`config.mk`:
```
export PLATFORM = sky130hd
export DESIGN_NAME = light_timer
export DESIGN_NICKNAME = d
export VERILOG_FILES = /design/src/rtl/light_timer.sv
export SDC_FILE = /design/constraint.sdc
export NUM_CORES = 1
export LEC_CHECK = 0
export ABC_AREA = 1
export ABC_CLOCK_PERIOD_IN_PS = 1600
export CORE_MARGIN = 5
export CORE_UTILIZATION = 45
export DETAILED_ROUTE_END_ITERATION = 7
export PLACE_DENSITY = 0.76
export SYNTH_ARGS = -nofsm -noshare
export SYNTH_HDL_FRONTEND = slang
export SYNTH_SLANG_ARGS = --single-unit
```
`constraint.sdc`:
```
create_clock -name clk -period 1.6 [get_ports clk]
set_clock_uncertainty 0.05 [all_clocks]
set_input_delay 0.4 -clock clk [delete_from_list [all_inputs] [get_ports clk]]
set_output_delay 0.4 -clock clk [all_outputs]
set_load 0.02 [all_outputs]
```
`src/rtl/light_timer.sv`:
```
// Clock-to-seconds prescaler plus per-light remaining-seconds down-counter for the traffic-light FSM.
// Strobes are combinational from registered state; a new duration loads at the wrap edge once the count is 0.
module light_timer #(
  parameter int LIGHT_STATE_WIDTH = 3,
  parameter int CLK_PER_SEC       = 4,
  parameter int GREEN_SEC         = 3,
  parameter int YELLOW_SEC        = 1,
  parameter int RED_SEC           = 2,
  parameter int CNT_WIDTH         = 8,
  parameter int SEC_WIDTH         = $clog2(CLK_PER_SEC)
) (
  input  logic                         clk,
  input  logic                         rst_n,
  input  logic                         en,
  input  logic [LIGHT_STATE_WIDTH-1:0] light_cnt_init,
  output logic                         second_cnt_pre_last,
  output logic                         light_cnt_last,
  output logic                         sec_tick,
  output logic [CNT_WIDTH-1:0]         light_cnt
);

  localparam int MAX_GY  = (GREEN_SEC > YELLOW_SEC) ? GREEN_SEC : YELLOW_SEC;
  localparam int MAX_SEC = (MAX_GY > RED_SEC) ? MAX_GY : RED_SEC;
  localparam longint CNT_MAX = (CNT_WIDTH >= 62) ? 64'h3fff_ffff_ffff_ffff
                                                  : ((64'd1 << CNT_WIDTH) - 64'd1);

  if (CLK_PER_SEC < 2) begin : g_err_clk
    $error("light_timer: CLK_PER_SEC must be at least 2");
  end
  if (GREEN_SEC < 1 || YELLOW_SEC < 1 || RED_SEC < 1) begin : g_err_sec
    $error("light_timer: every light duration must be at least 1 second");
  end
  if (longint'(MAX_SEC - 1) > CNT_MAX) begin : g_err_cnt
    $error("light_timer: CNT_WIDTH too small for the longest light duration");
  end
  if (LIGHT_STATE_WIDTH < 3) begin : g_err_sel
    $error("light_timer: LIGHT_STATE_WIDTH must cover green, yellow and red");
  end

  localparam logic [SEC_WIDTH-1:0] SEC_LAST = SEC_WIDTH'(CLK_PER_SEC - 1);
  localparam logic [SEC_WIDTH-1:0] SEC_PRE  = SEC_WIDTH'(CLK_PER_SEC - 2);

  localparam logic [LIGHT_STATE_WIDTH-1:0] SEL_GREEN  = LIGHT_STATE_WIDTH'(1);
  localparam logic [LIGHT_STATE_WIDTH-1:0] SEL_YELLOW = LIGHT_STATE_WIDTH'(2);
  localparam logic [LIGHT_STATE_WIDTH-1:0] SEL_RED    = LIGHT_STATE_WIDTH'(4);

  localparam logic [CNT_WIDTH-1:0] GREEN_LD  = CNT_WIDTH'(GREEN_SEC - 1);
  localparam logic [CNT_WIDTH-1:0] YELLOW_LD = CNT_WIDTH'(YELLOW_SEC - 1);
  localparam logic [CNT_WIDTH-1:0] RED_LD    = CNT_WIDTH'(RED_SEC - 1);

  logic [SEC_WIDTH-1:0] sec_cnt;
  logic [CNT_WIDTH-1:0] load_val;

  assign second_cnt_pre_last = en && (sec_cnt == SEC_PRE);
  assign sec_tick            = en && (sec_cnt == SEC_LAST);
  assign light_cnt_last      = (light_cnt == '0);

  // Idle and multi-hot selects both decode to 0, so the count simply stays parked at 0.
  always_comb begin
    load_val = '0;
    if (light_cnt_init == SEL_GREEN) begin
      load_val = GREEN_LD;
    end else if (light_cnt_init == SEL_YELLOW) begin
      load_val = YELLOW_LD;
    end else if (light_cnt_init == SEL_RED) begin
      load_val = RED_LD;
    end
  end

  always_ff @(posedge clk) begin
    if (!rst_n || !en) begin
      sec_cnt   <= '0;
      light_cnt <= '0;
    end else begin
      sec_cnt <= (sec_cnt == SEC_LAST) ? '0 : sec_cnt + SEC_WIDTH'(1);
      if (sec_tick) begin
        light_cnt <= light_cnt_last ? load_val : light_cnt - CNT_WIDTH'(1);
      end
    end
  end

endmodule

```
==> summary.txt <==
Timing
  • RSZ-0062 raised after global routing: true
  • Fin. max-slew vios: 0
  • Final hold vios: 0
  • Slew margin rel.: 0.857
  • Final worst-path cycle share: 0.997
  • Final hold slack: 374 ps
  • Achievable Freq: 627 MHz
  • Worst slew pin tran: 216 ps
  • Fin crit period: 1590 ps
  • Final setup viols: 0

Layout
  • Synth-to-Final Area Change: 61.5%
  • Final net count: 135
  • Diode count: 0
  • Layout cell share with drive strength beyond 1: 0.352
  • Fill count: 99

Floorplanning
  • Initial Utilization: 0.468
  • Die area: 2150 µm²
  • # IOs: 17
  • Die H: 46.3 µm
  • Die Width: 46.3 µm
  • Total core area: 1270 µm²
  • Rows: 13

Yosys
  • Post-synthesis sequential area ratio: 0.337
  • Post-Syn Instances: 87
  • Top-area cell type share of the netlist area: 0.337
  • Yosys top cell by area: dfxtp_1
  • Syn Nets: 96
  • Post-Syn Area per Cell: 6.83 µm²
  • Cell area after synthesis: 594 µm²
  • FF+latch count, synth: 10
  • Post-synth cell types: 16
  • Yosys warns: 0
  • Synth area leaders: dfxtp_1 34%, nand2_1 13%, inv_1 10%

Drt
  • Avg Vias per Cell: 4.69
  • Detailed-route via count: 656
  • Final wirelength: 1400 µm
  • Antenna Nets Post-Route: 0
  • Drc violations: 0
  • Starting DRT DRC Count: 7
  • Average wire per standard cell: 9.99 µm
  • TritonRoute pass-1 iters: 4

Hold path
  • Min-delay worst type: flop to flop
  • WHS Path Cells: 1

Clocking
  • Sink Count: 10
  • Clock root cell: clkbuf_4
  • Clk buf depth: 2
  • Clk slew on worst S/H paths: 70 ps
  • CTS Buf Count: 3
  • H-Tree Depth: 1
  • Worst-skew pair later-pin latency: 280 ps
  • CTS tree: built

Setup path
  • CP Data Arrival Time: 1140 ps
  • Cell count along the critical path: 5
  • R2r worst-path depth: 9
  • Slowest cell on the critical path: dfxtp_2
  • Cell class contributing the biggest share of worst-path delay: flip-flops
  • Worst setup path endpoint: light_cnt_last
  • R2R Path End: light_cnt[2]
  • Critical path peak fanout: 2
  • Critical Path Source: light_cnt[1]
  • Buf/Inv on CP: 2
  • RR Startpoint: sec_cnt[1]
  • Largest stage delay, worst path: 330 ps
  • Flop2flop setup slack: 270 ps
  • Cell Chain, Critical Path: inv_2 -> ha_4 -> nand2_4 -> nor2_4 -> buf_6
  • Crit start category: flop
  • Crit path kind: flop to output pin
  • CP Capture Type: output pin
  • CP Data Required Time: 1150 ps

Global routing
  • GR Util All Layers: 0.146
  • Initial antenna violation count: 0
  • Largest net degree at the start of global routing: 7
  • First-pass GRT wire length: 2210 µm
  • Number of global-route vias before repair: 626
  • Gr ovfl total: 0

Pwr
  • Peak VDD IR: 440 µV
  • Pwr Density: 560 nW/µm²
  • Total power: 538 µW
  • Static Leak: 0.000485 µW

Status
  • Status: completed

Placement
  • Post-DP HPWL: 1080 µm
  • GPL Wtd Cong: 0.750
  • # port buffers: 16

Job
  • MaxCap Viol Count: 0
[cell usage in the layout, fill, tap and decap left out, types with 2 or more instances in the layout]
| cell type | instances |
|---|---|
| nand2_1 | 20 |
| buf_4 | 19 |
| inv_1 | 14 |
| dlygate4sd2_1 | 9 |
| dfxtp_1 | 8 |
| nor2_1 | 7 |
| nand3_1 | 6 |
| nor2_4 | 4 |
| a21oi_1 | 4 |
| nor3_1 | 4 |
| clkdlybuf4s50_1 | 4 |
| nand2_2 | 3 |
| nor2_2 | 3 |
| clkbuf_4 | 3 |
| inv_2 | 2 |
| nand2_4 | 2 |
| nor3b_1 | 2 |
| dfxtp_2 | 2 |
[through the flow]
stage	setup slack (ps)	instances	instance area (µm²)	setup TNS, ps	util
global placement	-504	134	893	-1860	0.704
global route	-48.4	140	960	-48.4	0.756
CTS	-66.6	138	913	-66.6	0.720
finish	5.55	140	960	0	0.756
detailed placement	-520	134	893	-2070	0.704
floorplan	123	87	594	0	-
[cells in the mapped netlist]
cell / instances
ha_1: 3
nor2_4: 3
nand2_1: 21
inv_4: 1
nor3_1: 4
nand3_1: 6
nor3b_1: 2
nor2_1: 8
nand2_4: 1
nand2_2: 3
inv_1: 16
a21oi_1: 4
nor2_2: 3
dfxtp_1: 10
xor2_1: 1
o21ai_0: 1
[registers in the layout (all words and copies together) (netlist names)]
signal	cells
sec_cnt	2
light_cnt	8
[layout make-up]
cell class	count	area (µm²)	share of cell area
clock buffers	4	36.3	0.0378
multi-input cells	60	358	0.373
well taps	15	18.8	0.0196
inverters	17	66.3	0.0691
flip-flops and latches	10	203	0.211
repair buffers	34	278	0.289
[how the worst min path moves through the flow]
| stage | from | endpoint | slack [ps] |
|---|---|---|---|
| 2_1_floorplan | sec_cnt[0] | sec_cnt[0] | 380 |
| 3_3_place_gp | sec_cnt[0] | sec_cnt[0] | 390 |
| 3_5_place_dp | sec_cnt[0] | sec_cnt[0] | 400 |
| 4_1_cts | sec_cnt[0] | sec_cnt[0] | 380 |
| 5_1_grt | sec_cnt[0] | sec_cnt[0] | 400 |
| 6_report | sec_cnt[0] | sec_cnt[0] | 370 |
[per-layer routing]
layer,up-vias,GRT usage,wire [µm]
li1,341,-,-
met1,294,0.150,585
met2,15,0.264,707
met3,6,0.0352,69
met4,0,0.0852,37
met5,-,0,0
[timing repair]
action / in CTS / in global routing
buffers inserted: 0 / 2
setup endpoints to repair: 11 / 2
pin swaps: 1 / 2
hold buffers: 0 / 0
gates resized for setup: 25 / 10
[logic make-up (layout without fill, tap and decap cells)]
| family | after synthesis | after routing | synth area share |
|---|---|---|---|
| buffers and inverters | 17 | 55 | 0.112 |
| adder cells (fa/ha/maj) | 3 | 3 | 0.0632 |
| AO/OA/AOI/OAI | 5 | 5 | 0.0421 |
| XOR/XNOR | 1 | 1 | 0.0147 |
| flip-flops | 10 | 10 | 0.337 |
| AND/OR/NAND/NOR | 51 | 51 | 0.432 |
[where the power goes]
part	internal (µW)	switching (µW)
Combinational	25.1	21.3
Clock	139	98.4
Sequential	252	2.01
Total	416	122
(Power assumes the default switching activity.)
==> RTL change: new RTL, same settings <==
Set the parameter `CNT_WIDTH` to 7 (it was 8).
--- a/src/rtl/light_timer.sv
+++ b/src/rtl/light_timer.sv
@@ -7,5 +7,5 @@
   parameter int YELLOW_SEC        = 1,
   parameter int RED_SEC           = 2,
-  parameter int CNT_WIDTH         = 8,
+  parameter int CNT_WIDTH         = 7,
   parameter int SEC_WIDTH         = $clog2(CLK_PER_SEC)
 ) (
Interface: changed (resized light_cnt); port bits go from 17 to 16. The function was not compared with the original's and may differ.
==> RTL change against the unedited design <==
Worst setup slack improved by 0.057 ns; via count decreased by 7.0%; power decreased by 17%; synthesized area decreased by 8.2%; cell area decreased by 13%; wire length decreased by 8.9%; sequential cell count decreased by 1.
==> RTL change: results (changes against the unedited design) <==
Global route
  • GR met3 Demand/Resource: 0.0239 (was 0.0352)
  • Met1 Usage GRT: 0.149 (was 0.150)
  • Wire length of the first global-routing pass: 2.15 mm (was 2.21 mm)
  • M2 GR Usage: 0.269 (was 0.264)

Pwr
  • Leak: 0.443 nW (was 0.485 nW)
  • Worst supply voltage drop on vdd: 0.459 mV (was 0.440 mV)

Finish
  • Share of layout cells above drive strength 1: 0.310 (was 0.352)
  • Filler Cell Count: 100 (was 99)
  • Largest registers: light_cnt (7), sec_cnt (2) (was light_cnt (8), sec_cnt (2))

STA
  • Worst Max-Slew Pin Slew: 0.202 ns (was 0.216 ns)
  • Worst hold slack across all endpoints: 0.371 ns (was 0.374 ns)

Placed design
  • Weighted congestion reported at the end of routability-driven placement: 0.781 (was 0.750)
  • Half-perimeter wire length of the detailed placement result: 1.03 mm (was 1.08 mm)
  • Number of port buffers: 15 (was 16)
  • Worst slack, placed: -0.544 ns (was -0.520 ns)
  • Cell area after placement: 796 um^2 (was 893 um^2)

Synth
  • Sequential cell area fraction in the yosys report: 0.330 (was 0.337)
  • Number of nets produced by synthesis: 92 (was 96)
  • Number of distinct library cells after synthesis: 17 (was 16)
  • Post-synthesis xor/xnor area fraction: 0 (was 0.0147)
  • Yosys top cell area share: 0.330 (was 0.337)

Setup path
  • Worst reg2reg path endpoint: light_cnt[6] (was light_cnt[2])
  • Worst reg-to-reg setup slack: 0.29 ns (was 0.27 ns)
  • Worst R2R Path Depth: 8 (was 9)

Drt
  • Total number of vias: 610 (was 656)
  • Aggregate routed wire length: 1.27 mm (was 1.40 mm)
  • Total length of routed met2 wires: 683 um (was 707 um)
  • Via/cell ratio: 4.80 (was 4.69)
  • DR iter-0 viols: 9 (was 7)

Outcome
  • Outcome: finished, final reports clean (unchanged)
==> RTL change: cell type report <==
class,instances,area share
flip-flops and latches,9,0.218
inverters,17,0.0761
clock buffers,4,0.0313
multi-input cells,56,0.387
well taps,14,0.0209
repair buffers,27,0.267
==> RTL change: repair_timing <==
action	4_1_cts	5_1_grt
endpoints found under the setup margin	10	2
setup buffers	1	0
pin swaps	1	3
gates resized for setup	24	9
==> RTL change: power by group <==
part	switching [W]	total [W]	internal (W)
Clock	0.0000798	0.000176	0.0000960
Combinational	0.0000204	0.0000423	0.0000219
Sequential	0.00000207	0.000229	0.000227
Total	0.000102	0.000447	0.000345
==> RTL change: worst max-delay path: cells and delay by family (launching register included) <==
kind / cells / cell delay, ns
fa+ha+maj: 1 / 0.15
buf+inv: 2 / 0.19
flops: 1 / 0.32
simple gates: 2 / 0.16
